<file path="src/rtl/id_ex_elastic_stage.sv">
// Elastic pipeline stage: valid/ready payload+control register with optional one-entry skid,
// global BUSYWAIT freeze, FLUSH-to-bubble and a saturating stall counter.
module id_ex_elastic_stage #(
    parameter int unsigned          DATA_W      = 133,
    parameter int unsigned          CTRL_W      = 22,
    parameter logic [CTRL_W-1:0]    CTRL_BUBBLE = '0,
    parameter bit                   SKID_EN     = 1'b1
) (
    input  logic                CLK,
    input  logic                RESET,
    input  logic                BUSYWAIT,
    input  logic                FLUSH,
    input  logic                IN_VALID,
    output logic                IN_READY,
    input  logic [DATA_W-1:0]   IN_DATA,
    input  logic [CTRL_W-1:0]   IN_CTRL,
    output logic                OUT_VALID,
    input  logic                OUT_READY,
    output logic [DATA_W-1:0]   OUT_DATA,
    output logic [CTRL_W-1:0]   OUT_CTRL,
    output logic [15:0]         STALL_COUNT
);

    typedef enum logic [1:0] {
        ST_EMPTY = 2'd0,
        ST_FULL  = 2'd1,
        ST_SKID  = 2'd2
    } state_t;

    state_t              state_reg, state_next;
    logic [DATA_W-1:0]   main_data_reg, main_data_next;
    logic [CTRL_W-1:0]   main_ctrl_reg, main_ctrl_next;
    logic [DATA_W-1:0]   skid_data_reg, skid_data_next;
    logic [CTRL_W-1:0]   skid_ctrl_reg, skid_ctrl_next;
    logic [15:0]         stall_count_reg, stall_count_next;

    logic out_valid;
    logic in_ready;
    logic accept;
    logic release_ok;

    assign out_valid = (state_reg != ST_EMPTY);

    // With the skid slot, readiness depends only on our own state, never on OUT_READY.
    generate
        if (SKID_EN) begin : g_skid_ready
            assign in_ready = (state_reg != ST_SKID) && !BUSYWAIT;
        end else begin : g_pass_ready
            assign in_ready = !BUSYWAIT && ((state_reg == ST_EMPTY) || OUT_READY);
        end
    endgenerate

    assign accept     = IN_VALID && in_ready;
    assign release_ok = out_valid && OUT_READY && !BUSYWAIT;

    always_comb begin
        state_next       = state_reg;
        main_data_next   = main_data_reg;
        main_ctrl_next   = main_ctrl_reg;
        skid_data_next   = skid_data_reg;
        skid_ctrl_next   = skid_ctrl_reg;
        stall_count_next = stall_count_reg;

        if ((BUSYWAIT || (out_valid && !OUT_READY)) && (stall_count_reg != 16'hFFFF)) begin
            stall_count_next = stall_count_reg + 16'd1;
        end

        if (FLUSH) begin
            state_next = ST_EMPTY;
        end else if (!BUSYWAIT) begin
            case (state_reg)
                ST_EMPTY: begin
                    if (accept) begin
                        main_data_next = IN_DATA;
                        main_ctrl_next = IN_CTRL;
                        state_next     = ST_FULL;
                    end
                end
                ST_FULL: begin
                    if (release_ok && accept) begin
                        main_data_next = IN_DATA;
                        main_ctrl_next = IN_CTRL;
                    end else if (release_ok) begin
                        state_next = ST_EMPTY;
                    end else if (accept) begin
                        skid_data_next = IN_DATA;
                        skid_ctrl_next = IN_CTRL;
                        state_next     = ST_SKID;
                    end
                end
                ST_SKID: begin
                    if (release_ok) begin
                        main_data_next = skid_data_reg;
                        main_ctrl_next = skid_ctrl_reg;
                        state_next     = ST_FULL;
                    end
                end
                default: state_next = ST_EMPTY;
            endcase
        end
    end

    always_ff @(posedge CLK) begin
        if (RESET) begin
            state_reg       <= ST_EMPTY;
            main_data_reg   <= '0;
            main_ctrl_reg   <= '0;
            skid_data_reg   <= '0;
            skid_ctrl_reg   <= '0;
            stall_count_reg <= '0;
        end else begin
            state_reg       <= state_next;
            main_data_reg   <= main_data_next;
            main_ctrl_reg   <= main_ctrl_next;
            skid_data_reg   <= skid_data_next;
            skid_ctrl_reg   <= skid_ctrl_next;
            stall_count_reg <= stall_count_next;
        end
    end

    assign IN_READY    = in_ready;
    assign OUT_VALID   = out_valid;
    assign OUT_DATA    = main_data_reg;
    assign OUT_CTRL    = out_valid ? main_ctrl_reg : CTRL_BUBBLE;
    assign STALL_COUNT = stall_count_reg;

endmodule

</file>
<file path="config.mk">
export PLATFORM = sky130hd
export DESIGN_NAME = id_ex_elastic_stage
export DESIGN_NICKNAME = d
export VERILOG_FILES = /design/src/rtl/id_ex_elastic_stage.sv
export SDC_FILE = /design/constraint.sdc
export NUM_CORES = 1
export LEC_CHECK = 0
export CORE_ASPECT_RATIO = 1.75
export CORE_MARGIN = 2
export CORE_UTILIZATION = 49
export DETAILED_ROUTE_END_ITERATION = 16
export PLACE_DENSITY = 0.8
export RECOVER_POWER = 50
export SLEW_MARGIN = 25
export SYNTH_ARGS = -nofsm -noshare
export SYNTH_HDL_FRONTEND = slang
export SYNTH_SLANG_ARGS = --single-unit
</file>
<file path="constraint.sdc">
create_clock -name CLK -period 2.3 [get_ports CLK]
set_clock_uncertainty 0.15 [all_clocks]
set_input_delay 0.575 -clock CLK [delete_from_list [all_inputs] [get_ports CLK]]
set_output_delay 0.575 -clock CLK [all_outputs]
set_load 0.005 [all_outputs]
</file>
==> metrics.md <==
| Metric | Value |
|---|---|
| Unique masters post-synth | `38` |
| Initial core utilization | `49.5%` |
| Drt wl/cell | `16.9 um` |
| R2r endpoint | `OUT_DATA[6]` |
| IO Count | `334` |
| Worst EP required | `2.60 ns` |
| Routed wire length | `36,500 um` |
| Critical path launch point type | `input port` |
| Worst skew pair latency | `0.56 ns` |
| Final Max Slew Viols | `0` |
| Gpl congestion | `0.876` |
| Design area | `18,100 sq um` |
| Total gr overflow | `0` |
| Top cell type's share of synthesized area | `50.1%` |
| Clock slew at reported path FFs | `0.07 ns` |
| Most common cell in the netlist | `dfxtp_1` |
| Worst Path Buf+Inv | `3` |
| Leakage | `0.00743 uW` |
| Final setup violation count | `0` |
| CP endpoint kind | `register` |
| CP cell instances | `dlygate4sd3_1 -> nor2b_1 -> a21oi_1 -> nor3_4 -> buf_12 -> buf_6 -> nor2_1 -> a211oi_1` |
| Global-route wire length before repair | `57,500 um` |
| Area Overhead vs Synth | `38.0%` |
| CTS tree | `yes` |
| Cell Area, Placed | `17,100 sq um` |
| Max Cap Viol | `0` |
| Final Hold Violating Endpoints | `0` |
| Synth Net Count | `1,665` |
| Post-synthesis register bit count | `328` |
| Worst-margin pin slew | `1.03 ns` |
| Asr flop ratio synth | `0%` |
| Worst r2r src | `state_reg[0]` |
| HP Start | `RESET` |
| Critical-path top delay cell | `dlygate4sd3_1` |
| # nets final | `1,968` |
| Most frequent cells after synthesis | `328 x dfxtp_1, 313 x nand2_1, 172 x nor2_1, 162 x a21oi_1` |
| DR vias/cell | `5.41` |
| Syn Std Cell Area | `13,100 sq um` |
| Worst Hold End | `STALL_COUNT[13]` |
| CTS hold repair buffers | `0` |
| Number of synthesized flops with an enable pin | `0` |
| Hold WS | `0.237 ns` |
| Pre-CTS setup slack | `-0.349 ns` |
| H-tree Lvls | `1` |
| Largest net degree at the start of global routing | `110` |
| Hpwl dp | `24,700 um` |
| Syn_area_per_cell | `8.73 sq um` |
| Area contributors post-synth | `dfxtp_1 50%, mux2i_1 12%, nand2_1 9.0%` |
| Die ar. | `28,100 sq um` |
| CP delay by family, top | `buffers and inverters` |
| Iter 0 DRT Violations | `609` |
| Via Count | `11,672` |
| IO buf count | `333` |
| Final ANT Viol Nets | `0` |
| Kind of critical path | `input port to register` |
| Die Ht | `220 um` |
| Crit path max fanout | `25` |
| R2r worst-path depth | `9` |
| CTS Buf Count | `31` |
| Clock Sink Count | `328` |
| Initial DRT Pass Iterations | `5` |
| Die width | `128 um` |
| Yosys warnings | `0` |
| Final setup margin | `0.0144 ns` |
| Hold depth | `2` |
| CP Data Arrival Time | `2.58 ns` |
| Initial antenna violation count | `4` |
| DR DRC count | `0` |
| Post-synth top flop | `dfxtp_1` |
| Worst hold path type | `input port to register` |
| Status | `finished clean` |
| Total power divided by cell area | `689 nW/um^2` |
| Clock buffer depth | `3` |
| Vias in the first global route | `11,376` |
| CTS root buffer | `clkbuf_16` |
| Cells after Synth | `1,503` |
| CP peak stage delay | `0.60 ns` |
| Final min period | `2.29 ns` |
| Fmax | `438 MHz` |
| Sequential fraction of the synthesis area | `50.1%` |
| Core Area | `26,500 sq um` |
| Largest area contributor in the synthesized netlist | `dfxtp_1` |
| Final Cycle Share | `99.4%` |
| Gr usage total | `25.0%` |
| Layout cell share with drive strength beyond 1 | `7.92%` |
| Max IR drop VDD | `676 uV` |
| Max_slew headroom | `31.2%` |
| Worst R2R Setup Slack | `0.08 ns` |
| Final Util | `68.3%` |
| # rows | `79` |
==> cells by family (layout without fill, tap and decap cells) <==
logic type               after synthesis  in the layout  share of synthesized area, %
adder cells (fa/ha/maj)                1              1                        0.0954
multiplexers                         156            156                          11.9
XOR/XNOR                              14             14                         0.935
other                                  0              5                             0
buffers and inverters                129            456                          4.39
flip-flops                           328            328                          50.1
AND/OR/NAND/NOR                      545            545                          16.8
AO/OA/AOI/OAI                        330            330                          15.8
==> stage by stage <==
stage                     setup TNS (ns)  power (uW)  cells
after floorplan                        0        6480   1503
after global placement            -63.32        7210   2092
after detailed placement          -89.11        7240   2092
after CTS                        -0.0592       12600   2154
after global routing             -0.0781       12900   2158
final                                  0       12500   2159
==> power by group <==
part / total [uW] / switching (uW) / internal, uW
sequential: 5920 / 86.3 / 5830
clock: 5360 / 2200 / 3160
combinational: 1180 / 507 / 678
total: 12500 / 2790 / 9670
==> how the worst max path moves through the flow <==
stage                      start            endpoint  slack, ns  cells after the start
CTS                 state_reg[1]        OUT_CTRL[12]      -0.04                      5
finish                  IN_VALID         OUT_DATA[6]       0.01                      8
detailed placement     OUT_READY     STALL_COUNT[10]      -0.35                      6
floorplan              OUT_READY  skid_data_reg[100]       0.31                      6
global placement       OUT_READY     STALL_COUNT[10]      -0.30                      6
global route            IN_VALID         OUT_DATA[6]      -0.07                      8
==> repair_timing <==
item | 4_1_cts | 5_1_grt
setup buffers | 5 | 0
endpoints found under the setup margin | 24 | 15
resized for setup | 54 | 17
==> placed cells by master, fill, tap and decap left out, types with 4 or more instances in the layout <==
cell,count
nor2b_1,17
mux2i_1,156
dlygate4sd3_1,39
clkbuf_2,8
buf_2,5
clkbuf_1,7
nor3_1,8
clkbuf_8,11
nand2_1,313
nor2_1,171
nor2b_2,6
a21oi_1,163
dfxtp_2,8
clkdlybuf4s50_1,269
buf_12,20
clkbuf_16,31
buf_6,6
dlygate4sd2_1,13
nand3_1,4
diode_2,5
dfxtp_1,320
a211oi_1,156
buf_4,30
clkinv_2,6
xor2_1,8
xnor2_1,6
==> per-layer routing <==
| layer | part of all wire [%] | global-route usage [%] | wire length [um] |
|---|---|---|---|
| met2 | 51 | 44.6 | 18700 |
| met4 | 4.0 | 11.8 | 1460 |
| met1 | 39 | 28.3 | 14200 |
| met5 | 0 | 0 | 0 |
| met3 | 5.9 | 5.29 | 2160 |
==> cell type report <==
| cell class | count | area [sq um] |
|---|---|---|
| inverters | 3 | 11.3 |
| flip-flops and latches | 328 | 6580 |
| clock buffers | 47 | 946 |
| multi-input cells | 1046 | 6010 |
| diodes | 5 | 12.5 |
| well taps | 324 | 405 |
| clock inverters | 10 | 129 |
| repair buffers | 396 | 4010 |
| fillers | 2080 | 8390 |
Note: power is estimated with default switching activity, not from simulation.
